--- src/rtl/path_delay_tester.sv ---
// path_delay_tester: launch/capture controller for an inverter delay path.
// Each trial holds pathInput steady, toggles it once, registers pathResult
// exactly one clock later and scores the capture against the value a fast
// path of the given polarity would have produced. Runs alternate rising and
// falling launches because pathInput keeps its level between trials and runs.
module path_delay_tester #(
  parameter int TRIALS_W  = 16,
  parameter int SETTLE    = 2,
  parameter int INVERTING = 0
) (
  input  logic                clk,
  input  logic                rst,
  input  logic                start,
  input  logic [TRIALS_W-1:0] numTrials,
  output logic                pathInput,
  input  logic                pathResult,
  output logic                busy,
  output logic                done,
  output logic [TRIALS_W-1:0] passCount,
  output logic [TRIALS_W-1:0] failCount
);

  // Settle counter only has to reach SETTLE-1; keep it at least one bit wide.
  localparam int SCW = (SETTLE > 1) ? $clog2(SETTLE) : 1;
  localparam logic [SCW-1:0] SETTLE_LAST = SCW'(SETTLE - 1);
  localparam logic [SCW-1:0] SETTLE_ONE  = SCW'(1);
  localparam logic [TRIALS_W-1:0] TRIAL_ONE = TRIALS_W'(1);
  localparam logic INV = (INVERTING != 0);

  typedef enum logic [1:0] {
    ST_IDLE,
    ST_SETTLE,
    ST_CAPTURE,
    ST_EVAL
  } state_t;

  state_t              state_q, state_d;
  logic [SCW-1:0]      settleCnt_q, settleCnt_d;
  logic [TRIALS_W-1:0] trialIdx_q, trialIdx_d;
  logic [TRIALS_W-1:0] trialTotal_q, trialTotal_d;
  logic [TRIALS_W-1:0] passCount_q, passCount_d;
  logic [TRIALS_W-1:0] failCount_q, failCount_d;
  logic                pathInput_q, pathInput_d;
  logic                capture_q, capture_d;
  logic                busy_q, busy_d;
  logic                done_q, done_d;
  logic                expected;
  logic                lastTrial;

  // The value a path shorter than one period delivers after the launch.
  assign expected  = pathInput_q ^ INV;
  assign lastTrial = ((trialIdx_q + TRIAL_ONE) == trialTotal_q);

  // Next-state logic: every register holds by default, done is a pulse.
  always_comb begin
    state_d      = state_q;
    settleCnt_d  = settleCnt_q;
    trialIdx_d   = trialIdx_q;
    trialTotal_d = trialTotal_q;
    passCount_d  = passCount_q;
    failCount_d  = failCount_q;
    pathInput_d  = pathInput_q;
    capture_d    = capture_q;
    busy_d       = busy_q;
    done_d       = 1'b0;

    unique case (state_q)
      ST_IDLE: begin
        if (start) begin
          passCount_d = '0;
          failCount_d = '0;
          if (numTrials != '0) begin
            trialTotal_d = numTrials;
            trialIdx_d   = '0;
            settleCnt_d  = '0;
            busy_d       = 1'b1;
            state_d      = ST_SETTLE;
          end else begin
            done_d = 1'b1;
          end
        end
      end

      ST_SETTLE: begin
        if (settleCnt_q == SETTLE_LAST) begin
          settleCnt_d = '0;
          pathInput_d = ~pathInput_q;
          state_d     = ST_CAPTURE;
        end else begin
          settleCnt_d = settleCnt_q + SETTLE_ONE;
        end
      end

      ST_CAPTURE: begin
        capture_d = pathResult;
        state_d   = ST_EVAL;
      end

      ST_EVAL: begin
        if (capture_q == expected) begin
          passCount_d = passCount_q + TRIAL_ONE;
        end else begin
          failCount_d = failCount_q + TRIAL_ONE;
        end
        trialIdx_d = trialIdx_q + TRIAL_ONE;
        if (lastTrial) begin
          busy_d  = 1'b0;
          done_d  = 1'b1;
          state_d = ST_IDLE;
        end else begin
          state_d = ST_SETTLE;
        end
      end

      default: begin
        busy_d  = 1'b0;
        state_d = ST_IDLE;
      end
    endcase
  end

  // State and datapath registers; reset abandons any run without a done.
  always_ff @(posedge clk or posedge rst) begin
    if (rst) begin
      state_q      <= ST_IDLE;
      settleCnt_q  <= '0;
      trialIdx_q   <= '0;
      trialTotal_q <= '0;
      passCount_q  <= '0;
      failCount_q  <= '0;
      pathInput_q  <= 1'b0;
      capture_q    <= 1'b0;
      busy_q       <= 1'b0;
      done_q       <= 1'b0;
    end else begin
      state_q      <= state_d;
      settleCnt_q  <= settleCnt_d;
      trialIdx_q   <= trialIdx_d;
      trialTotal_q <= trialTotal_d;
      passCount_q  <= passCount_d;
      failCount_q  <= failCount_d;
      pathInput_q  <= pathInput_d;
      capture_q    <= capture_d;
      busy_q       <= busy_d;
      done_q       <= done_d;
    end
  end

  assign pathInput = pathInput_q;
  assign busy      = busy_q;
  assign done      = done_q;
  assign passCount = passCount_q;
  assign failCount = failCount_q;

endmodule

--- config.mk ---
export PLATFORM = sky130hd
export DESIGN_NAME = path_delay_tester
export DESIGN_NICKNAME = d
export VERILOG_FILES = /design/src/rtl/path_delay_tester.sv
export SDC_FILE = /design/constraint.sdc
export NUM_CORES = 1
export LEC_CHECK = 0
export ABC_AREA = 1
export BUFFER_PORTS_ARGS = -buffer_cell sky130_fd_sc_hd__buf_2
export CAP_MARGIN = 30
export CORE_ASPECT_RATIO = 0.9
export CORE_MARGIN = 1.5
export CORE_UTILIZATION = 35
export DETAILED_ROUTE_END_ITERATION = 16
export GPL_TIMING_DRIVEN = 1
export MAX_ROUTING_LAYER = met4
export SLEW_MARGIN = 20
export SYNTH_ARGS = -nofsm -noshare
export SYNTH_HDL_FRONTEND = slang
export SYNTH_SLANG_ARGS = --single-unit
--- constraint.sdc ---
create_clock -name clk -period 5.3 [get_ports clk]
set_input_delay 0.53 -clock clk [delete_from_list [all_inputs] [get_ports clk]]
set_output_delay 0.53 -clock clk [all_outputs]
set_load 0.005 [all_outputs]
## Word level (Yosys, flattened, before mapping)

Index checks and enable logic that the tools add are counted.

- $add $sub $neg: 4
- Reductions and logical operators: 12
- Multiplexer cells: 25
- Bitwise gates (word level): 1
- Eq/ne operators: 11

Operator list:

| operator | number |
|---|---|
| one-hot mux 16 bit (2 select lines) | 3 |
| 2-to-1 mux 16 bit | 5 |
| adder 16 x 1 -> 16 bit, second input constant | 3 |
| AND reduction 3 bit | 6 |
| equality test 16 bit | 1 |
| nonzero test 16 bit | 1 |
| != test 2 bit, second input constant | 6 |
| 2-to-1 mux 1 bit | 10 |
| one-hot mux 2 bit (4 select lines) | 1 |
| 2-to-1 mux 2 bit | 3 |
| one-hot mux 1 bit (2 select lines) | 3 |
| equality test 2 bit, second input constant | 2 |
| AND reduction 4 bit | 1 |
| nonzero test 2 bit | 2 |
| equality test 2 x 1 -> 1 bit, second input constant | 1 |
| logical NOT 2 bit | 1 |
| AND reduction 2 bit | 1 |
| adder 1 bit, second input constant | 1 |
| equality test 1 bit | 1 |
| NOT 1 bit | 1 |

- Output and inout port bits: 35
- Bits of input ports: 20
- Register bits: 71
- Word-level logic and storage cells: 63

## Logic depth before layout (Yosys ltp)

- Depth in word-level cells: 4
- Depth in mapped cells: 15
- Gate-level depth less buffers: 15

## Worst setup path after synthesis

No wires, ideal clock.

- Kind: reg-to-reg
- Start: reg state_q[0]
- End: reg passCount_q[13], in the netlist passCount[13]
- Clock period less this slack: 1.899 ns
- Data arrival time: 1.778 ns
- Buffers on the path: 0
- Cell stages (with the launch flop): 14
- Library setup time: 0.121 ns
- Required time: 5.179 ns
- Setup slack: 3.401 ns
- Path through: dfrtp_1 inv_1 ha_1 nand2_2 nand2_2 nand2_2 inv_2 nand3_2 nor3_2 nand2_1 nor2_1 nand2_1 o21ai_1 a21oi_1

- Longest elaborated chain between the ends: 3
- Elaborated cells on any way between the ends: 7
- Those cells by class: 3 x eq/ne; 1 x mux; 3 x reduce/logical

Ends and longest elaborated chain:

| what | line | text |
|---|---|---|
| start: declaration | 37 | `state_t state_q, state_d;` |
| start signal: assignment | 136 | `state_q <= state_d;` |
| equality test 2 bit or logical NOT 2 bit (tied branches) | 67 | `unique case (state_q)` |
| != test 2 bit (no line) or nonzero test 2 bit (tied branches) | -- |  |
| AND reduction 3 bit (no line) | -- |  |
| end signal: assignment | 140 | `passCount_q <= passCount_d;` |
| end: declaration | 41 | `logic [TRIALS_W-1:0] passCount_q, passCount_d;` |

Parallel ways exist; a longest one is shown, timed or not.
A chain may end at the register's enable or synchronous reset.

## Worst setup path in the final report

Same ends and word-level chain as after synthesis.

==> summary.txt <==
Critical path
  – Crit-path most repeated cell: sky130_fd_sc_hd__nand2_1
  – CP Capture Type: flop
  – Worst Path Max Fanout: 13
  – Critical path start-end classification: reg2reg
  – Worst R2R Start: state_q[0]
  – Worst-path cell chain: ha_1 > nand2_1 > nand2_2 > nand2_2 > inv_2 > nand3_2 > nor3_2 > nand2_1 > nor2_1 > nand2_1 > o21ai_1 > a21oi_1
  – Critical path buffer and inverter count: 1
  – Required time reported for the critical path endpoint: 5.53 ns
  – Critical path's largest stage delay: 0.50 ns
  – Crit path max-delay family: simple AND/OR/NAND/NOR gates
  – Crit path arrival time: 2.61 ns
  – Crit start category: flop
  – Critical Path Slowest Stage Cell: sky130_fd_sc_hd__ha_1
  – Setup crit start: state_q[0]

Cells and area
  – P&R area growth vs syn: 19.75%
  – Final Net Count: 633
  – Fraction of layout cells with a size suffix above 1: 18.33%
  – Ant diodes: 0

Clock tree
  – Post-cts sizing count: 0
  – Clk sink count: 71
  – Clock insertion delay at the later pin of the skew report: 0.34 ns
  – Clock H-tree levels: 3
  – Hold buffers post-CTS: 0
  – Bufs on Longest Clock Path: 2
  – Post-CTS setup buffers: 0
  – Clock tree root buffer cell: sky130_fd_sc_hd__clkbuf_16
  – TritonCTS Buffers: 9
  – Clock-pin slew of the registers on the worst-case setup and hold paths: 0.06 ns
  – TritonCTS clock tree: built

GRT
  – Total congestion overflow: 0
  – Number of antenna violations at the first check in global routing: 0
  – Global-route wire length before repair: 17.06 mm
  – Number of global-route vias before repair: 3,613
  – Pin count of the biggest net entering global routing: 72
  – Total track usage: 17.66%

Synthesis
  – Cell type contributing the most total cell area after synthesis: sky130_fd_sc_hd__dfrtp_1
  – Total nets after synthesis: 571
  – Post-synthesis instance area: 4118 um^2
  – Yosys reg bits: 71
  – Gate count of the mapped netlist: 544
  – Top cells by area in the synthesized netlist: sky130_fd_sc_hd__dfrtp_1, sky130_fd_sc_hd__nand2_1, sky130_fd_sc_hd__inv_1, sky130_fd_sc_hd__nand3_1, sky130_fd_sc_hd__nor2_1
  – Part of the Yosys area used for sequential elements: 43.15%
  – Number of library cell types mapped by synthesis: 41
  – Syn_area_per_cell: 7.569 um^2
  – Leading cell type by number of instances after synthesis: sky130_fd_sc_hd__nand2_1
  – Portion of synthesized cell area occupied by the leading cell type: 43.15%
  – Most used flip-flop cell after synthesis: sky130_fd_sc_hd__dfrtp_1
  – Post-synth EDFFs: 0
  – Async set-reset flop share out of synthesis: 100.0%
  – Number of warning messages in the yosys log: 0
  – Leading cell types by count after synthesis: sky130_fd_sc_hd__nand2_1, sky130_fd_sc_hd__inv_1, sky130_fd_sc_hd__dfrtp_1

Drt
  – Number of nets still failing antenna checks after routing: 0
  – Routed length per placed instance: 12.92 um
  – Via count: 3,774
  – Detailed-routing iteration count for the pre-antenna-repair pass: 4
  – Routed vias/inst: 4.920
  – Total length of routed wires: 9.907 mm
  – Number of violations reported at the end of detailed-routing iteration 0: 298
  – Drt drc: 0

STA
  – Headroom to the max-slew limit: 62.58%
  – Time the worst path needs with I/O delays and setup: 2.384 ns
  – Max-slew violation count: 0
  – Largest clock skew in the final design: 0.006765 ns
  – Hold Violations, Final: 0
  – Slew at the pin closest to its max-slew limit: 0.5562 ns
  – Fin Hold WS: 0.2499 ns
  – Number of endpoints failing setup at the final stage: 0
  – Max frequency: 419.5 MHz
  – Sum of negative setup slack: 0 ns
  – Setup repair after global routing missed its margin: false
  – Crit share post-route: 44.97%

Min path
  – Hold Crit Class: in2async

Floorplanning
  – Number of top-level pins: 55
  – Die height: 105.9 um
  – Overall die area: 12,430 um^2
  – Count of standard-cell rows: 37
  – Area of the core: 11,430 um^2
  – Starting density of the core: 36.01%
  – Width of the chip: 117.3 um

Power and ir drop
  – Largest voltage drop on the vdd net: 0.1584 mV
  – Leakage: 0.002467 uW
  – Pwr Density: 292.7 nW/um^2

Status
  – Outcome: finished, final reports clean

Place
  – Post-detailed-placement half-perimeter wirelength: 7.335 mm
  – Placer's final routability congestion estimate: 0.8740
  – Number of I/O port buffers: 54

Run
  – Max-capacitance violation count: 0
[through the flow]
stage	instance area [um^2]	std cells	total power (uW)	worst slack [ns]	util, %
final	4931	767	1443	2.916	43.12
after global placement	4572	750	774.5	2.916	39.98
after CTS	4903	766	1462	2.891	42.88
after floorplan	4118	544	703.5	2.973	-
after global routing	4931	767	1517	2.723	43.12
after detailed placement	4572	750	779.8	2.881	39.98
[flip-flops by register name (all words and copies together), names as in the netlist]
register      flops
state_q           2
capture_q         1
done              1
busy              1
failCount        16
passCount        16
settleCnt_q       1
pathInput         1
trialIdx_q       16
trialTotal_q     16
[placed cells by master (no fill, tap or decap), types with 2 or more instances in the layout]
cell type / Yosys / final
sky130_fd_sc_hd__nand3_1: 50 / 50
sky130_fd_sc_hd__ha_1: 7 / 7
sky130_fd_sc_hd__inv_2: 2 / 3
sky130_fd_sc_hd__dfrtp_1: 71 / 71
sky130_fd_sc_hd__bufinv_16: 0 / 2
sky130_fd_sc_hd__clkbuf_16: 0 / 9
sky130_fd_sc_hd__mux2_2: 6 / 6
sky130_fd_sc_hd__buf_2: 3 / 54
sky130_fd_sc_hd__nor3_2: 2 / 2
sky130_fd_sc_hd__xor2_1: 2 / 2
sky130_fd_sc_hd__nand2_1: 127 / 127
sky130_fd_sc_hd__nand4_1: 11 / 11
sky130_fd_sc_hd__o21ai_1: 2 / 2
sky130_fd_sc_hd__nor3_1: 11 / 11
sky130_fd_sc_hd__inv_1: 76 / 75
sky130_fd_sc_hd__nor2_2: 4 / 4
sky130_fd_sc_hd__nor2_1: 52 / 52
sky130_fd_sc_hd__nor2_4: 5 / 5
sky130_fd_sc_hd__a21oi_1: 31 / 31
sky130_fd_sc_hd__buf_4: 0 / 2
sky130_fd_sc_hd__nor4_1: 4 / 4
sky130_fd_sc_hd__o22ai_1: 7 / 7
sky130_fd_sc_hd__o21ai_0: 30 / 30
sky130_fd_sc_hd__a211oi_1: 3 / 3
sky130_fd_sc_hd__or2_2: 2 / 2
sky130_fd_sc_hd__clkinvlp_4: 0 / 2
sky130_fd_sc_hd__nand2_2: 9 / 9
sky130_fd_sc_hd__nand3b_1: 7 / 7
sky130_fd_sc_hd__nand3_2: 2 / 2
[where the power goes]
part | total [uW] | leakage (uW) | switching [uW] | internal [uW]
sequential | 625 | 0.000850 | 43.6 | 581
clock | 673 | 0.000155 | 245 | 427
combinational | 146 | 0.00146 | 84.9 | 61.4
[final timing paths]
check                                endpoint  slack, ns  depth (start not counted)
max in group asynchronous       trialIdx_q[8]       4.50                          4
worst min register to register           busy       0.51                          2
min in group clk                    capture_q       0.40                          3
worst max register to register  passCount[13]       2.92                         12
worst max-delay path            passCount[13]       2.92                         12
worst min-delay path            failCount[11]       0.25                          3
[cell type report]
type	count	area (um^2)
multi-input cells	388	2018
inverters	79	296.5
well taps	156	195.2
clock inverters	6	92.59
fillers	1146	6504
flip-flops and latches	71	1777
repair buffers	57	312.8
clock buffers	10	239.0
[cells by family (layout without fill, tap and decap cells)]
family          Yosys count  after routing  share of synthesized area, %
mux                       6              6                         1.641
compound gates           79             79                         10.45
buf+inv                  85            152                         7.839
fa+ha+maj                 7              7                         2.127
flops                    71             71                         43.15
simple gates            293            293                         34.15
xor+xnor                  3              3                        0.6382
[layer usage]
layer	wire length, um	GRT usage [%]	vias up
met5	0	-	-
met4	171	5.556	0
met3	586	4.989	14
met2	4452	27.48	82
met1	4696	22.46	1772
li1	-	-	1906
[tightest hold or removal path, cell delays in order]
cell	delay, ns
sky130_fd_sc_hd__buf_2	0.10
sky130_fd_sc_hd__inv_2	0.03
sky130_fd_sc_hd__buf_4	0.35
No activity file was read; power rests on OpenSTA's default activity.
